==> src/rtl/pulse_train_pkg.sv <==
// Shared types and defaults for the pulse train generator and its phase counter.
package pulse_train_pkg;

  typedef enum logic [1:0] {
    IDLE = 2'd0,
    HIGH = 2'd1,
    LOW  = 2'd2
  } state_t;

  localparam int DEFAULT_COUNT_WIDTH = 32;
  localparam int DEFAULT_MIN_PERIOD  = 2;

endpackage

==> src/rtl/pulse_train_phase_counter.sv <==
// Loadable down-counter tracking the cycles left in the current output phase.
// zero flags the last cycle of the phase.
module pulse_train_phase_counter
  import pulse_train_pkg::*;
#(
  parameter int COUNT_WIDTH = DEFAULT_COUNT_WIDTH
) (
  input  logic                   clk,
  input  logic                   load,
  input  logic [COUNT_WIDTH-1:0] load_val,
  input  logic                   dec,
  output logic                   zero
);

  logic [COUNT_WIDTH-1:0] ph;

  // Load takes priority over decrement; the count is pure data and needs no reset
  always_ff @(posedge clk) begin
    if (load) begin
      ph <= load_val;
    end else if (dec) begin
      ph <= ph - COUNT_WIDTH'(1);
    end
  end

  assign zero = (ph == '0);

endmodule

==> src/rtl/pulse_train_generator.sv <==
// Programmable square-wave generator: bursts of Ncycles periods, or continuous
// when Ncycles is 0. Optional macro PULSE_TRAIN_GENERATOR_DUTY_EN adds a
// high_len input that sets the high-phase length instead of a near-50% split.
module pulse_train_generator
  import pulse_train_pkg::*;
#(
  parameter int COUNT_WIDTH = DEFAULT_COUNT_WIDTH,
  parameter int MIN_PERIOD  = DEFAULT_MIN_PERIOD
) (
  input  logic                   clk,
  input  logic                   rst,
  input  logic                   start,
  input  logic                   stop,
  input  logic [COUNT_WIDTH-1:0] period,
  input  logic [COUNT_WIDTH-1:0] Ncycles,
`ifdef PULSE_TRAIN_GENERATOR_DUTY_EN
  input  logic [COUNT_WIDTH-1:0] high_len,
`endif
  output logic                   dataout,
  output logic                   busy,
  output logic                   done,
  output logic [COUNT_WIDTH-1:0] cycles_done
);

  // Periods below MIN_PERIOD cannot hold both a high and a low cycle
  function automatic logic [COUNT_WIDTH-1:0] clamp_period(input logic [COUNT_WIDTH-1:0] p);
    return (p < COUNT_WIDTH'(MIN_PERIOD)) ? COUNT_WIDTH'(MIN_PERIOD) : p;
  endfunction

`ifdef PULSE_TRAIN_GENERATOR_DUTY_EN
  // High length saturated into [1, P-1] so both phases are at least one cycle
  function automatic logic [COUNT_WIDTH-1:0] split_high(input logic [COUNT_WIDTH-1:0] p,
                                                         input logic [COUNT_WIDTH-1:0] hl);
    if (hl == '0) return COUNT_WIDTH'(1);
    if (hl >= p)  return p - COUNT_WIDTH'(1);
    return hl;
  endfunction
`else
  // Floor half keeps the extra cycle of an odd period in the low phase
  function automatic logic [COUNT_WIDTH-1:0] split_high(input logic [COUNT_WIDTH-1:0] p);
    return p >> 1;
  endfunction
`endif

  state_t                 state, state_next;
  logic [COUNT_WIDTH-1:0] h_q, l_q, ncyc_q;
  logic [COUNT_WIDTH-1:0] p_in, h_in, l_in, cycles_inc;
  logic [COUNT_WIDTH-1:0] load_val;
  logic                   load, dec, zero, accept, inc, done_next;

  assign p_in = clamp_period(period);
`ifdef PULSE_TRAIN_GENERATOR_DUTY_EN
  assign h_in = split_high(p_in, high_len);
`else
  assign h_in = split_high(p_in);
`endif
  assign l_in       = p_in - h_in;
  assign cycles_inc = cycles_done + COUNT_WIDTH'(1);

  pulse_train_phase_counter #(
    .COUNT_WIDTH(COUNT_WIDTH)
  ) u_phase (
    .clk      (clk),
    .load     (load),
    .load_val (load_val),
    .dec      (dec),
    .zero     (zero)
  );

  // Next-state logic: phase sequencing, burst termination and stop handling
  always_comb begin
    state_next = state;
    load       = 1'b0;
    load_val   = '0;
    dec        = 1'b0;
    accept     = 1'b0;
    inc        = 1'b0;
    done_next  = 1'b0;
    unique case (state)
      IDLE: begin
        if (start && !stop) begin
          accept     = 1'b1;
          load       = 1'b1;
          load_val   = h_in - COUNT_WIDTH'(1);
          state_next = HIGH;
        end
      end
      HIGH: begin
        if (stop) begin
          state_next = IDLE;
        end else if (!zero) begin
          dec = 1'b1;
        end else begin
          load       = 1'b1;
          load_val   = l_q - COUNT_WIDTH'(1);
          state_next = LOW;
        end
      end
      LOW: begin
        if (stop) begin
          state_next = IDLE;
        end else if (!zero) begin
          dec = 1'b1;
        end else begin
          inc = 1'b1;
          if ((ncyc_q != '0) && (cycles_inc == ncyc_q)) begin
            state_next = IDLE;
            done_next  = 1'b1;
          end else begin
            load       = 1'b1;
            load_val   = h_q - COUNT_WIDTH'(1);
            state_next = HIGH;
          end
        end
      end
      default: state_next = IDLE;
    endcase
  end

  // State, registered outputs and the settings latched on an accepted start
  always_ff @(posedge clk) begin
    if (rst) begin
      state       <= IDLE;
      dataout     <= 1'b0;
      busy        <= 1'b0;
      done        <= 1'b0;
      cycles_done <= '0;
      ncyc_q      <= '0;
      h_q         <= '0;
      l_q         <= '0;
    end else begin
      state   <= state_next;
      dataout <= (state_next == HIGH);
      busy    <= (state_next != IDLE);
      done    <= done_next;
      if (accept) begin
        cycles_done <= '0;
        ncyc_q      <= Ncycles;
        h_q         <= h_in;
        l_q         <= l_in;
      end else if (inc) begin
        cycles_done <= cycles_inc;
      end
    end
  end

endmodule

==> config.mk <==
export PLATFORM = sky130hd
export DESIGN_NAME = pulse_train_generator
export DESIGN_NICKNAME = d
export VERILOG_FILES = /design/src/rtl/pulse_train_pkg.sv /design/src/rtl/pulse_train_phase_counter.sv /design/src/rtl/pulse_train_generator.sv
export SDC_FILE = /design/constraint.sdc
export NUM_CORES = 1
export LEC_CHECK = 0
export ABC_AREA = 0
export CAP_MARGIN = 20
export CORE_ASPECT_RATIO = 2
export CORE_UTILIZATION = 50
export CTS_CLUSTER_SIZE = 28
export DETAILED_ROUTE_END_ITERATION = 16
export GPL_TIMING_DRIVEN = 0
export PLACE_DENSITY = 0.7
export SYNTH_ARGS = -nofsm -noshare
export SYNTH_HDL_FRONTEND = slang
export SYNTH_SLANG_ARGS = --single-unit
==> constraint.sdc <==
create_clock -name clk -period 10.9 [get_ports clk]
set_input_delay 1.635 -clock clk [delete_from_list [all_inputs] [get_ports clk]]
set_output_delay 1.635 -clock clk [all_outputs]
set_load 0.005 [all_outputs]
==> results.md, run 1 <==
- Most frequent cell after synthesis: nand2_1
- Worst hold path class: reg -> reg
- Fmax: 142 MHz
- Dpl cells: 2139
- RSZ-0062 raised after global routing: no
- Starting Density: 51.2%
- Synthesized instance count: 1698
- GRT Total Usage: 34.6%
- Hold buffers post-CTS: 0
- H-Tree Depth: 4
- Worst R2R Setup Slack: 5.83 ns
- Fin cells: 2173
- Core area: 25200 um2
- Post_cts resized: 0
- Detailed Route Iter0 Violations: 837
- Startpoint types: input port
- Vias in the first global route: 13000
- Number of enable flip-flop cells after synthesis: 32
- Max_cap viols: 0
- Number of port buffers: 101
- Io pins: 103
- Synth cell types: 74
- Diode count: 0
- Max-slew violations: 0
- Avg WL per Cell: 20.5 um
- Hold slack: 0.479 ns
- Worst setup EP type: flop
- Post-Syn Nets: 1860
- Initial antenna violation count: 0
- Filler cell count: 2437
- Critical Path AT: 7.39 ns
- DRT Pass-1 Iters: 7
- Share of Yosys cell area claimed by the top area cell type: 20.5%
- Sink Count: 164
- Pin count of the biggest net entering global routing: 23
- Fraction of layout cells with a size suffix above 1: 4.30%
- Crit Path Max Fanout: 5
- Total negative setup slack: 0 ns
- Root Buffer Master: clkbuf_16
- Count of final setup violators: 0
- First-pass GRT wire length: 68.3 mm
- Kind of critical path: in -> reg
- Vias: 12800
- Pwr Density: 117 nW/um2
- Register area: 3600 um2
- CTS tree: built
- Slew HR: 22.9%
- Dpl hpwl: 35.7 mm
- Worst-case vdd ir drop: 0.128 mV
- Dominant synthesized flop cell: dfxtp_1
- Routed Wire Length: 44.5 mm
- Flops & latches, synth: 164
- Final min period: 7.03 ns
- Clk pin slew, worst setup/hold paths: 0.07 ns
- Post-synthesis sequential area ratio: 27.9%
- Syn-to-layout area delta: 16.2%
- Ys async rst share: 0%
- Row count: 82
- Synth Warn #: 0
- Die X: 116 um
- Post-CTS repair timing setup buffer count: 0
- DRC Markers: 0
- Worst clock skew: 0.00839 ns
- Most frequent cells after synthesis: 224 x nand2_1, 171 x a21oi_1, 161 x nor2_1, 132 x dfxtp_1, 122 x xnor2_1
- Fin crit share: 64.5%
- Area of the multi-input gates: 8550 um2
- Vias per cell: 5.88
- Clk buf depth: 2
- Total CTS buffers: 17
- Die height: 229 um
- Die ar.: 26500 um2
- Actual slew at the worst max-slew pin: 1.14 ns
- Hold Fails Final Rpt: 0
- Cell Area, Synth: 12900 um2
- Status: finished clean
- Placer Congestion: 0.975
- Synth Area per Inst: 7.60 um2
- GRT overflow: 0
- Worst skew pair latency: 0.45 ns
- Net count, final: 1986
- Post-DRT Antenna Nets: 0
- Area contributors post-synth: dfxtp_1 20%, ha_1 9.0%, xnor2_1 8.3%, edfxtp_1 7.4%, a21oi_1 6.6%
- Cell accounting for the most synthesized area: dfxtp_1
- Req. time, crit path: 11.26 ns
- P_leak: 5.59 nW
power by group:
part           switching (mW)  internal, mW  leakage, nW
registers              0.0360         0.655         1.38
logic                   0.258         0.178         3.92
clock network           0.281         0.344        0.292
total                   0.574          1.18         5.59
routing by layer:
metal	up-vias	track usage, %	share of wire [%]
li1	6173	-	-
met1	5896	30.8	33
met2	474	63.9	53
met3	230	5.27	4.3
met4	0	32.9	10
met5	-	0	0
worst paths after layout:
path,start,to,cells after the start
setup / recovery,period[26],l_q[30],17
hold / removal,l_q[31],l_q[31],2
setup reg to reg,cycles_done[0],u_phase.ph[31],14
hold reg to reg,l_q[31],l_q[31],2
per-stage QoR:
stage	instance area (um2)	utilization, %	total power, mW	setup slack, ns
3_3_place_gp	14300	56.8	1.12	3.40
4_1_cts	15000	59.4	1.75	4.00
6_report	15000	59.4	1.75	3.87
2_1_floorplan	12900	-	0.990	5.86
3_5_place_dp	14400	57.0	1.13	3.57
5_1_grt	15000	59.4	1.82	3.72
placed cells by master (no fill, tap or decap), types with 47 or more instances in the layout:
master and count:
ha_1 93, clkdlybuf4s50_1 101, xor2_1 79, inv_1 82
nor4_1 47, dfxtp_1 132, nor2_1 161, xnor2_1 122
clkbuf_1 77, nor3_1 53, nand2_1 224, a21oi_1 171
sequential cells by signal (all words and copies together), names as in the netlist, 2 cells and up:
| name | cells |
|---|---|
| ncyc_q | 32 |
| cycles_done | 32 |
| h_q | 31 |
| u_phase.ph | 32 |
| l_q | 32 |
| state | 2 |
final cells by class:
class | count | area share, %
repair buffers | 107 | 7.10
flip-flops and latches | 164 | 24.0
multi-input cells | 1341 | 57.0
inverters | 82 | 2.05
clock buffers | 17 | 2.84
clock inverters | 15 | 1.13
well taps | 336 | 2.80
plain buffers | 111 | 3.07
kinds of logic (layout without fill, tap and decap cells):
logic type	after synthesis	count (layout)	share of synthesized area, %
and+or+nand+nor	674	674	25.3
AOI/OAI and AO/OA	363	363	17.3
xor gates and xnor gates	201	201	13.6
buffers and inverters	193	332	5.95
DFF	164	164	27.9
adders and majority gates	94	94	9.17
muxes	9	9	0.707
worst max-delay path, cell delays in order:
cell and delay (ns):
clkdlybuf4s50_1 0.57, nor4_1 0.86, nand4_1 0.28, o21ai_0 0.44, ha_1 0.27, inv_1 0.06, fa_1 0.41, nor2b_1 0.16
o311ai_0 0.34, nand2b_1 0.17, a221oi_1 0.83, o311a_1 0.32, or2_2 0.17, o221ai_1 0.18, a41oi_1 0.32, xnor2_1 0.11
a211oi_1 0.23
Note: power is estimated with default switching activity, not from simulation.
==> inputs of run 2 (changes only) <==
PLACE_DENSITY = 0.73   (was 0.7)
clock period = 5.9 ns   (was 10.9 ns; I/O delays follow)
==> results.md, run 2 (synthesis gave the netlist of run 1 again) <==
- Status: finished clean
- CTS tree: built
- Hold buffers post-CTS: 0 (unchanged)
- Vias: 13100 (+2.3%)
- DRT Pass-1 Iters: 7 (unchanged)
- Vias per cell: 6.02 (+2.3%)
- Dpl hpwl: 36.6 mm (+2.3%)
- Switch share: 32.7% (-0.088 points)
- CP Cell Sequence: clkdlybuf4s50_1 -> nor4_2 -> nand4_1 -> nor2_1 -> nor2_1 -> inv_1 -> ha_1 -> inv_1 -> fa_1 -> nor2b_1 -> o311ai_0 -> nand2b_1 -> a221oi_2 -> o311a_1 -> or2_2 -> o221ai_1 -> a41oi_1 -> xnor2_1 -> a211oi_1
- Worst setup EP type: flop
- Max_cap viols: 0 (unchanged)
- Switch Pwr: 1.05 mW (+83%)
- Vias in the first global route: 13200 (+1.5%)
- Dpl cells: 2139 (unchanged)
- Number of port buffers: 101 (unchanged)
- Commonest non-fill, non-tap cell in the layout: nand2_1
- Max incr delay on CP: 0.60 ns (-0.26 ns)
- Sink Count: 164 (unchanged)
- Hold Fails Final Rpt: 0 (unchanged)
- Crit path to: l_q[30]
- Combinational Power Share: 25.4% (+0.6 points)
- Post-DRT Antenna Nets: 0 (unchanged)
- Io pins: 103 (unchanged)
- Fin cells: 2173 (unchanged)
- Worst clock skew: 0.0103 ns (+0.00188 ns)
- Pin count of the biggest net entering global routing: 18 (-22%)
- Initial antenna violation count: 1 (+1)
- Root Buffer Master: clkbuf_16
- Worst-case vdd ir drop: 0.234 mV (+83%)
- Die X: 116 um (unchanged)
- Req. time, crit path: 6.27 ns (-4.99 ns)
- Setup crit start: period[14]
- Reg-to-reg startpoint: cycles_done[0]
- Placer Congestion: 0.996 (+2.2%)
- Row count: 82 (unchanged)
- First-pass GRT wire length: 69.8 mm (+2.2%)
- H-Tree Depth: 4 (unchanged)
- P_leak: 5.57 nW (-0.33%)
- Die ar.: 26500 um2 (unchanged)
- Final min period: 5.65 ns
- Crit Path Max Fanout: 5 (unchanged)
- Critical Path AT: 6.02 ns (-1.37 ns)
- Slew HR: 28.8% (+5.8 points)
- Syn-to-layout area delta: 16.1% (about the same)
- DRC Markers: 0 (unchanged)
- Worst R2R Setup Slack: 0.60 ns (-5.23 ns)
- Die height: 229 um (unchanged)
- Net count, final: 1986 (unchanged)
- Pwr Density: 214 nW/um2 (+83%)
- Clock power share: 34.7% (-1.0 points)
- Seq pwr share: 39.9% (+0.4 points)
- Filler cell count: 2420 (-0.70%)
- Worst path slowest cell: clkdlybuf4s50_1
- Detailed Route Iter0 Violations: 962 (+15%)
- Fmax: 177 MHz
- Reg2reg end: u_phase.ph[14]
- Avg WL per Cell: 21.5 um (+4.7%)
- Fraction of layout cells with a size suffix above 1: 4.30% (unchanged)
- Internal power: 2.16 mW (+83%)
- Worst skew pair latency: 0.46 ns (about the same)
- Leading cell types in the layout, fill and taps excluded: 224 x nand2_1, 171 x a21oi_1, 161 x nor2_1
- GRT overflow: 0 (unchanged)
- Kind of critical path: in -> reg
- Routed Wire Length: 46.6 mm (+4.7%)
- Post-Layout Inst Area: 15000 um2 (about the same)
- Starting Density: 51.2% (unchanged)
- Max-slew violations: 0 (unchanged)
- Worst hold path class: reg -> reg
- Clk buf depth: 2 (unchanged)
- Startpoint types: input port
- Fin crit share: 95.8%
- Total power: 3.21 mW (+83%)
- Hold path depth: 2 (unchanged)
- Total CTS buffers: 17 (unchanged)
- GRT Total Usage: 35.9% (+1.3 points)
- Core area: 25200 um2 (unchanged)
- Placed inst area: 14400 um2 (about the same)
- RSZ-0062 raised after global routing: no
- Clk pin slew, worst setup/hold paths: 0.07 ns (about the same)
- Diode count: 0 (unchanged)
- Reg2reg path depth: 13 (-1)
- Count of final setup violators: 0 (unchanged)
- Actual slew at the worst max-slew pin: 1.05 ns (-0.0870 ns)
- Post-CTS repair timing setup buffer count: 0 (unchanged)
## run 2: worst max-delay path: cells and delay by family
family                     cells  cell delay, ns
AOI/OAI and AO/OA              6            1.96
xor gates and xnor gates       1            0.09
adders and majority gates      2            0.60
buffers and inverters          3            0.85
and+or+nand+nor                7            1.64
## run 2: area by class of cell
class / count / area (um2) / share of cell area, %
multi-input combinational: 1341 / 8570 / 57.1
sequential: 164 / 3600 / 24.0
timing repair buffer: 107 / 1060 / 7.08
clock buffer: 23 / 478 / 3.19
buffer: 111 / 460 / 3.07
tap: 336 / 420 / 2.80
inverter: 82 / 308 / 2.05
clock inverter: 9 / 93.8 / 0.626
## run 2: power groups by stage
| stage | logic (mW) | registers, mW | clock network, mW |
|---|---|---|---|
| floorplan | 0.546 | 1.28 | 0 |
| global placement | 0.773 | 1.30 | 0 |
| detailed placement | 0.792 | 1.30 | 0 |
| CTS | 0.798 | 1.28 | 1.12 |
| global route | 0.887 | 1.29 | 1.16 |
| finish | 0.815 | 1.28 | 1.11 |
## run 2: how the worst min path moves through the flow
stage               slack [ns]       from        end
floorplan                 0.44    l_q[31]    l_q[31]
global placement          0.47  ncyc_q[1]  ncyc_q[1]
detailed placement        0.48    h_q[24]    h_q[24]
CTS                       0.49    h_q[24]    h_q[24]
global route              0.50    l_q[31]    l_q[31]
finish                    0.49    h_q[24]    h_q[24]
## run 2: metal layers
metal	wire length, um	up-vias	GRT usage [%]
met3	2520	261	7.17
met2	24100	565	64.8
met4	5380	2	37.9
met1	14600	6060	30.5
met5	9	-	0
li1	-	6183	-
## run 2: per-stage QoR
stage          util (%)  setup TNS [ns]  hold WS [ns]  setup slack [ns]
6_report           59.4               0         0.486             0.249
2_1_floorplan         -               0         0.445              1.61
4_1_cts            59.3               0         0.487           0.00610
3_5_place_dp       57.0           -3.89         0.478            -0.592
3_3_place_gp       56.8           -5.21         0.468            -0.809
5_1_grt            59.4               0         0.504            0.0713
## run 2: repair_timing
item	CTS	global route
resized for setup	1	4
setup endpoints to repair	3	8
pin swaps	0	0
==> edit (settings of run 2) <==
The option `PULSE_TRAIN_GENERATOR_DUTY_EN` is turned on by a define.
--- a/src/rtl/pulse_train_generator.sv
+++ b/src/rtl/pulse_train_generator.sv
@@ -3,2 +3,4 @@
 // high_len input that sets the high-phase length instead of a near-50% split.
+`define PULSE_TRAIN_GENERATOR_DUTY_EN
+
 module pulse_train_generator
Ports: changed (added high_len); port bits go from 103 to 135. The function was not compared with the original's and may differ.
==> edit against run 2 <==
- critical path type unchanged
- critical endpoint unchanged
- global-route usage up 1.9 points
- the run now ends with setup timing left
- clock skew up 0.0011 ns
- total power up 19%
- count of clock-buffer cells in the layout down 6
- fmax down 14%
- worst setup slack worse by 0.90 ns
- routed wire length up 16%
- critical path depth up 12
- synthesized area up 7.0%
- sequential cell count up 1
- via count up 15%
- worst hold slack worse by 0.0032 ns
- largest cell class unchanged
- cell area up 18%
- highest routed layer is now met4
==> edit: results (changes against run 2) <==
- Initial antenna violation count: 0 (-1)
- H-Tree Depth: 4 (unchanged)
- Net Count, Synth: 2025 (+8.9%)
- Vias in the first global route: 14900 (+14%)
- Clock buffer count from CTS: 17 (unchanged)
- DRC viols: 0 (unchanged)
- Setup ws final: -0.651 ns (-0.901 ns)
- Async SR Flop Fraction: 0 (unchanged)
- Yosys cell types: 91 (+23%)
- Estimated wirelength of the detail-placed design: 42200 µm (+15%)
- Initial DRC Count: 986 (+2.5%)
- Clk pin slew, worst setup/hold paths: 0.08 ns
- Maximum net fanout on the critical path: 5 (unchanged)
- Critical Path AT: 6.95 ns (+0.93 ns)
- Syn avg cell area: 7.47 µm² (-1.8%)
- ANT cells: 0 (unchanged)
- Port bufs: 132 (+31%)
- Total GRT Usage: 0.378 (+0.0187)
- Skew-Pair Late Insertion Delay: 0.46 ns (about the same)
- Non-Filler Instances: 2448 (+13%)
- MaxCap Viol Count: 0 (unchanged)
- Placer Congestion: 0.993 (-0.38%)
- CTS root buf: clkbuf_16
- Fin Setup TNS: -6.79 ns (-6.79 ns)
- Layout cell share with drive strength beyond 1: 0.140 (+0.0975)
- Vias per std cell: 6.15 (+2.3%)
- FILL cells: 2441 (+0.87%)
- Worst-Margin Slew: 1.18 ns (+0.130 ns)
- Largest net degree at the start of global routing: 19 (+1)
- Final Skew: 0.0114 ns (+0.00112 ns)
- Sequential fraction of the synthesis area: 0.262 (-0.0169)
- CP top delay family: compound AO/OA/AOI/OAI gates
- Status: complete, but fails checks
- Synth area leaders: dfxtp_1 (19%), xnor2_1 (9.1%), edfxtp_1 (7.0%)
- Final setup viols: 19 (+19)
- Failing checks: setup timing
- Worst slack, placed: -3.48 ns (-2.89 ns)
- Final #Nets: 2261 (+14%)
- EDFF count, synth: 32 (unchanged)
- Slowest CP cell: a2111oi_4
- Most used DFF post-synth: dfxtp_1
- Max VDD drop: 133 µV (-43%)
- Worst stage delay on the critical path: 0.48 ns (-0.12 ns)
- Ys Warns: 0 (unchanged)
- Mean routed wirelength per cell: 22.1 µm (+3.0%)
- Worst min path class: flip-flop to flip-flop
- Synth top cells by count: nand2_1 (238), nor2_1 (177), a21oi_1 (156)
- Static Leak: 6.47 nW (+16%)
- First-pass GRT wire length: 80500 µm (+15%)
- Bufs on Longest Clock Path: 2 (unchanged)
- Drt pass-1 iters: 5 (-2)
edit: cell types whose count changed after synthesis, sizes merged, moves of 11 or more:
cell   change
nand2     +15
nor3      +28
o21ai     +36
nand3     +15
o21a      +16
xnor2     +21
nor2      +16
or3       +20
ha        -20
xor2      -11
a21oi     -14
nor2b     -12
edit: metal layers:
layer	global-route usage	routed length (µm)
met1	0.315	16700
met2	0.732	29400
met3	0.0503	2210
met4	0.366	5790
met5	0	0
edit: power breakdown:
group / leakage, nW / internal [mW] / switching [mW]
logic: 4.80 / 0.615 / 0.777
clock network: 0.289 / 0.601 / 0.529
registers: 1.39 / 1.22 / 0.0713
total: 6.47 / 2.44 / 1.38
edit: worst paths after layout:
check,start,end,slack [ns],cells after the start
max,period[29],l_q[30],-0.65,31
min reg2reg,h_q[26],h_q[26],0.48,2
min,h_q[26],h_q[26],0.48,2
max reg2reg,cycles_done[0],u_phase.ph[0],0.71,13
edit: logic make-up after synthesis:
kind of cell,synth area share
AO/OA/AOI/OAI,0.193
XOR/XNOR,0.134
adder cells (fa/ha/maj),0.0675
buffers and inverters,0.0528
flip-flops,0.262
multiplexers,0.0117
AND/OR/NAND/NOR,0.279
edit: worst reg2reg max path: stages (launching register included):
cell	delay [ns]
dfxtp_1	0.51
ha_1	0.34
and4_1	0.26
nand2_1	0.34
nor4_1	0.43
xnor2_1	0.29
or4b_1	0.50
or4b_4	0.56
o21ai_4	0.24
a31o_2	0.20
buf_4	0.22
buf_2	0.26
nand2_1	0.45
buf_16	0.34
edit: timing repair:
action / in CTS / in global routing
buffers inserted: 56 / 29
pin swaps: 74 / 55
endpoints found under the setup margin: 68 / 44
gates resized for setup: 221 / 61
hold endpoints to repair: 0 / 0
cloned: 1 / 0
edit: cell type report:
cell class              instances  area share
multi-input cells            1502       0.578
flip-flops and latches        165       0.205
repair buffers                217       0.114
plain buffers                 108      0.0289
well taps                     348      0.0246
clock buffers                  17      0.0241
inverters                      76      0.0161
clock inverters                15     0.00913
edit: per-stage QoR:
| stage | cell area (µm²) | hold WS [ns] |
|---|---|---|
| 3_5_place_dp | 15800 | 0.469 |
| 5_1_grt | 17700 | 0.499 |
| 3_3_place_gp | 15700 | 0.466 |
| 4_1_cts | 17300 | 0.481 |
| 2_1_floorplan | 14000 | 0.442 |
| 6_report | 17700 | 0.483 |
